==> config.mk <==
export PLATFORM = sky130hd
export DESIGN_NAME = reset_sequencer
export DESIGN_NICKNAME = d
export VERILOG_FILES = /design/src/rtl/reset_sequencer_pkg.sv /design/src/rtl/reset_sync_chain.sv /design/src/rtl/reset_sequencer.sv
export SDC_FILE = /design/constraint.sdc
export NUM_CORES = 1
export LEC_CHECK = 0
export ABC_AREA = 1
export ABC_CLOCK_PERIOD_IN_PS = 2400
export BUFFER_PORTS_ARGS = -buffer_cell sky130_fd_sc_hd__buf_2
export CAP_MARGIN = 10
export CORE_MARGIN = 8
export CORE_UTILIZATION = 55
export DETAILED_ROUTE_END_ITERATION = 10
export PLACE_DENSITY = 0.76
export SLEW_MARGIN = 40
export SYNTH_ARGS = -nofsm -noshare
export SYNTH_HDL_FRONTEND = slang
export SYNTH_HIERARCHICAL = 1
export SYNTH_SLANG_ARGS = --single-unit
==> constraint.sdc <==
create_clock -name clk -period 2.4 [get_ports clk]
set_input_delay 0.72 -clock clk [delete_from_list [all_inputs] [get_ports clk]]
set_output_delay 0.72 -clock clk [all_outputs]
set_load 0.1 [all_outputs]
==> src/rtl/reset_sequencer_pkg.sv <==
// Shared constants and state encoding for the reset sequencer.
// Latency: n/a (definitions only).
// Backpressure: n/a.
package reset_sequencer_pkg;

  localparam int DEF_SYNC_STAGES = 3;
  localparam int DEF_HOLD_CYCLES = 16;

  // Completed-sequence counter saturates here instead of wrapping.
  localparam logic [7:0] COUNT_MAX = 8'd255;

  typedef enum logic [2:0] {
    ST_ASSERT = 3'd0,
    ST_SYNC   = 3'd1,
    ST_HOLD   = 3'd2,
    ST_RUN    = 3'd3,
    ST_SWRST  = 3'd4
  } seq_state_t;

endpackage

==> src/rtl/reset_sync_chain.sv <==
// Reset deassertion synchronizer: async-set flop chain shifting in zeros.
// Latency: last stage clears SYNC_STAGES edges after rst falls.
// Backpressure: none; free-running shift once rst is low.
module reset_sync_chain
  import reset_sequencer_pkg::*;
#(
  parameter int SYNC_STAGES = DEF_SYNC_STAGES
) (
  input  logic clk,
  input  logic rst,
  output logic settle
);

  localparam logic TIE_LO = 1'b0;

  logic [SYNC_STAGES-1:0] chain;

  // Chain is forced to all-ones asynchronously and drains toward zero one stage per edge.
  always_ff @(posedge clk or posedge rst) begin
    if (rst) begin
      chain <= '1;
    end else begin
      chain <= {chain[SYNC_STAGES-2:0], TIE_LO};
    end
  end

  // High when the value about to load into the final stage is zero, i.e. this
  // edge is the one on which the last stage reads 0.
  assign settle = ~|(chain << 1);

endmodule

==> src/rtl/reset_sequencer.sv <==
// Reset sequencer: async assert, synchronized + held deassert, software reset handshake.
// Latency: rst_out falls SYNC_STAGES+HOLD_CYCLES edges after rst falls; sw reset holds HOLD_CYCLES edges.
// Backpressure: sw_req is a level held until sw_ack; a new request needs sw_req low for a cycle.
module reset_sequencer
  import reset_sequencer_pkg::*;
#(
  parameter int SYNC_STAGES = DEF_SYNC_STAGES,
  parameter int HOLD_CYCLES = DEF_HOLD_CYCLES
) (
  input  logic       clk,
  input  logic       rst,
  input  logic       sw_req,
  output logic       sw_ack,
  output logic       rst_out,
  output logic       rst_done,
  output logic [7:0] rst_count
);

  localparam int             CW        = $clog2(HOLD_CYCLES + 1);
  localparam logic [CW-1:0]  HOLD_LOAD = CW'(HOLD_CYCLES - 1);
  localparam logic [CW-1:0]  CNT_ONE   = CW'(1);

  seq_state_t    state;
  logic [CW-1:0] hold_cnt;
  logic          done_q;
  logic          ack_q;
  // Cleared when a software sequence completes; re-armed once sw_req is seen low.
  logic          armed;
  logic          sync_settle;
  logic          seq_done;

  // Power-up values keep rst_out high and the counter at zero before any clock or reset.
  (* init = "1" *) logic       rst_out_q = 1'b1;
  (* init = "0" *) logic [7:0] count_q   = 8'd0;

  reset_sync_chain #(
    .SYNC_STAGES(SYNC_STAGES)
  ) u_sync (
    .clk   (clk),
    .rst   (rst),
    .settle(sync_settle)
  );

  // A hold or software sequence finishes on this edge.
  assign seq_done = !rst && ((state == ST_HOLD) || (state == ST_SWRST)) && (hold_cnt == '0);

  // Sequencing FSM with registered rst_out / rst_done / sw_ack.
  always_ff @(posedge clk or posedge rst) begin
    if (rst) begin
      state     <= ST_ASSERT;
      hold_cnt  <= '0;
      rst_out_q <= 1'b1;
      done_q    <= 1'b0;
      ack_q     <= 1'b0;
      armed     <= 1'b1;
    end else begin
      ack_q <= 1'b0;
      if (!sw_req) begin
        armed <= 1'b1;
      end
      case (state)
        ST_ASSERT: begin
          state <= ST_SYNC;
        end
        ST_SYNC: begin
          if (sync_settle) begin
            state    <= ST_HOLD;
            hold_cnt <= HOLD_LOAD;
          end
        end
        ST_HOLD: begin
          if (hold_cnt == '0) begin
            state     <= ST_RUN;
            rst_out_q <= 1'b0;
            done_q    <= 1'b1;
          end else begin
            hold_cnt <= hold_cnt - CNT_ONE;
          end
        end
        ST_RUN: begin
          if (sw_req && armed) begin
            state     <= ST_SWRST;
            hold_cnt  <= HOLD_LOAD;
            rst_out_q <= 1'b1;
            done_q    <= 1'b0;
          end
        end
        ST_SWRST: begin
          if (hold_cnt == '0) begin
            state     <= ST_RUN;
            rst_out_q <= 1'b0;
            done_q    <= 1'b1;
            ack_q     <= 1'b1;
            armed     <= 1'b0;
          end else begin
            hold_cnt <= hold_cnt - CNT_ONE;
          end
        end
        default: begin
          state     <= ST_ASSERT;
          rst_out_q <= 1'b1;
          done_q    <= 1'b0;
        end
      endcase
    end
  end

  // Completed-sequence count survives rst; saturates at COUNT_MAX.
  always_ff @(posedge clk) begin
    if (seq_done && (count_q != COUNT_MAX)) begin
      count_q <= count_q + 8'd1;
    end
  end

  assign rst_out   = rst_out_q;
  assign rst_done  = done_q;
  assign sw_ack    = ack_q;
  assign rst_count = count_q;

endmodule
After elaboration in Yosys (flattened, before gate mapping) --
Index checks and enable logic that the tools add are counted.
Word-level totals: bits of input ports 3, word-level logic and storage cells 54, register bits after elaboration 22, output and inout port bits 11
Operators by class: multiplexer cells 19, eq/ne operators 9, reductions and logical operators 15, add/subtract/negate cells 2, bitwise operators 1
Operators by type and width (count):
- two-way mux 5 bit | 3
- one-hot mux 5 bit (3 select lines) | 1
- one-hot mux 3 bit (4 select lines) | 1
- two-way mux 1 bit | 9
- two-way mux 3 bit | 3
- adder 8 x 1 -> 8 bit, second input constant | 1
- inequality test 8 bit, second input constant | 1
- == test 3 x 2 -> 1 bit, second input constant | 2
- inequality test 2 bit, second input constant | 3
- one-hot mux 1 bit (3 select lines) | 2
- AND reduction 3 bit | 2
- OR reduction 2 bit | 3
- logical NOT 5 bit | 1
- subtractor 5 x 1 -> 5 bit, second input constant | 1
- logical AND 1 bit | 4
- AND reduction 4 bit | 1
- == test 3 x 1 -> 1 bit, second input constant | 1
- == test 3 bit, second input constant | 1
- logical NOT 3 bit | 1
- nonzero test 3 bit | 1
- inequality test 2 x 1 -> 1 bit, second input constant | 1
- logical NOT 1 bit | 1
- logical OR 1 bit | 1
- NOT 1 bit | 1

Longest topological paths before layout --
depth in word-level cells 5, gate-level depth with buffers 8, mapped depth without buffers 8

By module --
Netlist, hierarchy kept.
By module, submodules not included:
- reset_sequencer | cells each 119, instances 1, seq. area each 543.0 um^2, area each 1063.5 um^2
- reset_sync_chain | cells each 5, instances 1, seq. area each 52.6 um^2, area each 63.8 um^2

Least setup slack after synthesis --
OpenSTA, ideal clock, no wires.
kind flip-flop to flip-flop, start point reg count_q[0] (netlist: rst_count[0]), end point reg count_q[0] (netlist: rst_count[0]) (enable), setup time 0.376 ns, setup slack 0.083 ns, stages on the path, launching flop included 7, period minus slack after synthesis 2.317 ns, buffers on the path 0, required time 2.024 ns, arrival time 1.942 ns, path through edfxtp_1 -> ha_1 -> nand3_1 -> nor2_1 -> nand2_1 -> nor2_1 -> a21oi_1
On the way: longest elaborated chain between the ends 2
RTL lines:
- start: declaration | RTL line reset_sequencer.sv:34 | (* init = "0" *) logic [7:0] count_q = 8'd0;
- start signal: assignment | RTL line reset_sequencer.sv:111 | count_q <= count_q + 8'd1;
- inequality test 8 bit | RTL line reset_sequencer.sv:110 | if (seq_done && (count_q != COUNT_MAX)) begin
- logical AND 1 bit | RTL line reset_sequencer.sv:110
Every way passes these cells. A chain may end at the register's enable or synchronous reset.

Worst setup path in the final report --
start point reg rst_out_q (netlist: rst_out), end point out rst_out
RTL lines:
- start: declaration | RTL line reset_sequencer.sv:33 | (* init = "1" *) logic rst_out_q = 1'b1;
- start signal: assignment | RTL line reset_sequencer.sv:52 | rst_out_q <= 1'b1;
- start signal: assignment | RTL line reset_sequencer.sv:74 | rst_out_q <= 1'b0;
- start signal: assignment | RTL line reset_sequencer.sv:84 | rst_out_q <= 1'b1;
- end: declaration | RTL line reset_sequencer.sv:14 | output logic rst_out,
No word-level cell between the ends.

==> results.toml <==
[run_status]
status = "finished clean"

[run]
drv_cap = 0

[clock_tree]
cts_tree = "yes"
post_cts_buffers = 0
post_cts_resized = 0
clock_latency_ns = 0.31
holdBufCountCts = 0
clockBufferDepth = 2
cts_max_level = 1
cts_root_buffer = "clkbuf_4"
cts_sinks = 22
cts.clk_slew.worst_paths_ns = 0.11
numCtsBuffers = 3

[logic_synthesis]
synth_compound_area_frac = 0.0366
netlist_instances = 124
ys_ff_latch = 22
seq_area_frac_synth = 0.528
muxShareOfSynthArea = 0
synth_cell_types = 26
synth_nets = 129
synth_fa_ha_area_frac = 0.0222
yosysWarnings = 6
synth_xor_area_frac = 0.0311
postSynthAreaPerCell_um2 = 9.09
synthesis.area_um2 = 1130
synth_top_family_by_area = "simple AND/OR/NAND/NOR gates"
synth_simple_gate_area_frac = 0.313

[timing]
clock_skew_ns = 0.00498
tns_ns = 0
max_freq_mhz = 503
slew_viol_final = 0
setup_violations = 0
min_period_ns = 1.99
rsz0062_at_grt = "no"
finalHoldViolCount = 0
fin_crit_sh = 0.829

[worst_setup_path]
cp_slowest_stage_delay_ns = 0.54
cp.buffers_inverters = 1
slowest_stage = "dfstp_2"
critPathArrivalTime_ns = 1.27
critPathRequiredTime_ns = 1.68
worstReg2RegEnd = "rst_count[2]$_DFFE_PP_"
start_kind = "register"
crit_family = "flip-flops"
path_class = "register to output port"
regToRegStartpoint = "hold_cnt[0]$_DFFE_PP0P_"
rrSetupSlack_ns = 0.68
cp-end-kind = "output port"
path_cells = "buf_2"
reg2regPathDepth = 7
cp_max_fo = 2

[drt]
drc = 0
num_vias = 867
ant_nets = 0
viasPerCell = 5.10
routed_wirelength_um = 2100
drt_iter0_drc = 31
drt_first_pass_iters = 4
routedWlPerCell_um = 12.3

[placed_design]
place.gp.congestion = 0.842
place.port_buffers = 13
placed_cells = 166
dp_hpwl_um = 1620

[min_path]
hp-start = "u_sync/chain[0]$_DFF_PP1_"
hold_end = "u_sync/chain[1]$_DFF_PP1_"
whs_path_depth = 0
hp-class = "register to register"

[final_layout]
final_cell_mix = "30 x nand2_1, 18 x inv_1, 13 x buf_2, 12 x nand3_1, 10 x dfrtp_1"
fin_nets = 149
n_antenna_cell = 0
layout.cells.non_filler = 170
drive_above_1_share = 0.273
layout_commonest_cell = "nand2_1"
syn_to_final_growth_pct = 14.8

[power_and_ir_drop]
pwr_density_cell_nw_per_um2 = 1130
p_leak_nw = 0.642
ir_worst_vdd_v = 0.000782

[floorplanning]
pin_count = 14
num_rows = 16
initial_core_util = 0.581
core-area_um2 = 1940
dieArea_um2 = 3750
die_h_um = 61.3
fp.dieW_um = 61.3

[global_route]
antenna_found_initial = 0
grt_pass1_vias = 875
grt_max_degree = 14
grt_util_all_layers = 0.127
grt_pass1_wl_um = 3570
grt_overflow = 0
## cells in the mapped netlist
cell | instances | area share
nand3_1 | 12 | 0.053
ha_1 | 2 | 0.022
edfxtp_1 | 8 | 0.21
nand2_1 | 30 | 0.10
nor2_2 | 3 | 0.017
dfstp_2 | 4 | 0.093
inv_4 | 1 | 0.0056
o21ai_0 | 1 | 0.0044
xor2_1 | 4 | 0.031
nor2_4 | 1 | 0.010
nand3_2 | 2 | 0.018
o21ai_2 | 1 | 0.0078
conb_1 | 1 | 0.0033
nand2_2 | 4 | 0.022
or2_2 | 1 | 0.0056
inv_1 | 18 | 0.060
dfrtp_1 | 10 | 0.22
nand4_1 | 1 | 0.0056
nor4_1 | 1 | 0.0056
nand2_4 | 2 | 0.020
nor2_1 | 9 | 0.030
a21oi_1 | 4 | 0.018
nand3b_1 | 1 | 0.0067
nor3_1 | 1 | 0.0044
o211ai_1 | 1 | 0.0067
nand3_4 | 1 | 0.016
## worst max path at each step
stage,startpoint,endpoint,slack (ns),depth (start not counted)
2_1_floorplan,rst_count[0]$_DFFE_PP_,rst_count[0]$_DFFE_PP_,0.08,6
3_3_place_gp,rst_out$_DFFE_PP1P_,rst_out,0.76,1
3_5_place_dp,hold_cnt[0]$_DFFE_PP0P_,rst_count[2]$_DFFE_PP_,0.71,7
4_1_cts,rst_out$_DFFE_PP1P_,rst_out,0.40,1
5_1_grt,rst_out$_DFFE_PP1P_,rst_out,0.37,1
6_report,rst_out$_DFFE_PP1P_,rst_out,0.41,1
## layout make-up
class	instances	area, um^2
Clock buffer	3	22.5
Inverter	19	73.8
Multi-Input combinational cell	83	458
Fill cell	164	648
Tap cell	27	33.8
Clock inverter	1	30.0
Timing Repair Buffer	15	80.1
Sequential cell	22	596
## report_power, final
group,internal [mW],switching (mW)
clock network,0.169,0.112
logic,0.208,0.435
registers,0.466,0.0752
total,0.844,0.622
## registers in the layout (all words and copies together), names as in the netlist
register      cells
rst_done          1
sw_ack            1
state             3
rst_count         8
rst_out           1
hold_cnt          5
u_sync/chain      2
armed             1
## through the flow
step	setup slack, ns	area (um^2)	total power, mW	hold WS [ns]	utilization
after floorplan	0.0826	1130	1.07	0.354	-
after global placement	0.759	1240	1.16	0.357	0.639
after detailed placement	0.710	1240	1.19	0.360	0.639
after CTS	0.400	1290	1.47	0.380	0.666
after global routing	0.370	1290	1.57	0.387	0.666
final	0.411	1290	1.47	0.380	0.666
## logic make-up after synthesis
family          count (synthesis)
simple gates                   69
flops                          22
buf+inv                        19
compound gates                  7
xor+xnor                        4
fa+ha+maj                       2
other cells                     1
## per-layer routing
metal  wire length [um]  track usage
met1                859        0.134
met2               1080        0.227
met3                114       0.0230
met4                 42       0.0764
met5                  0            0
Power figures use the tool's default switching activity.
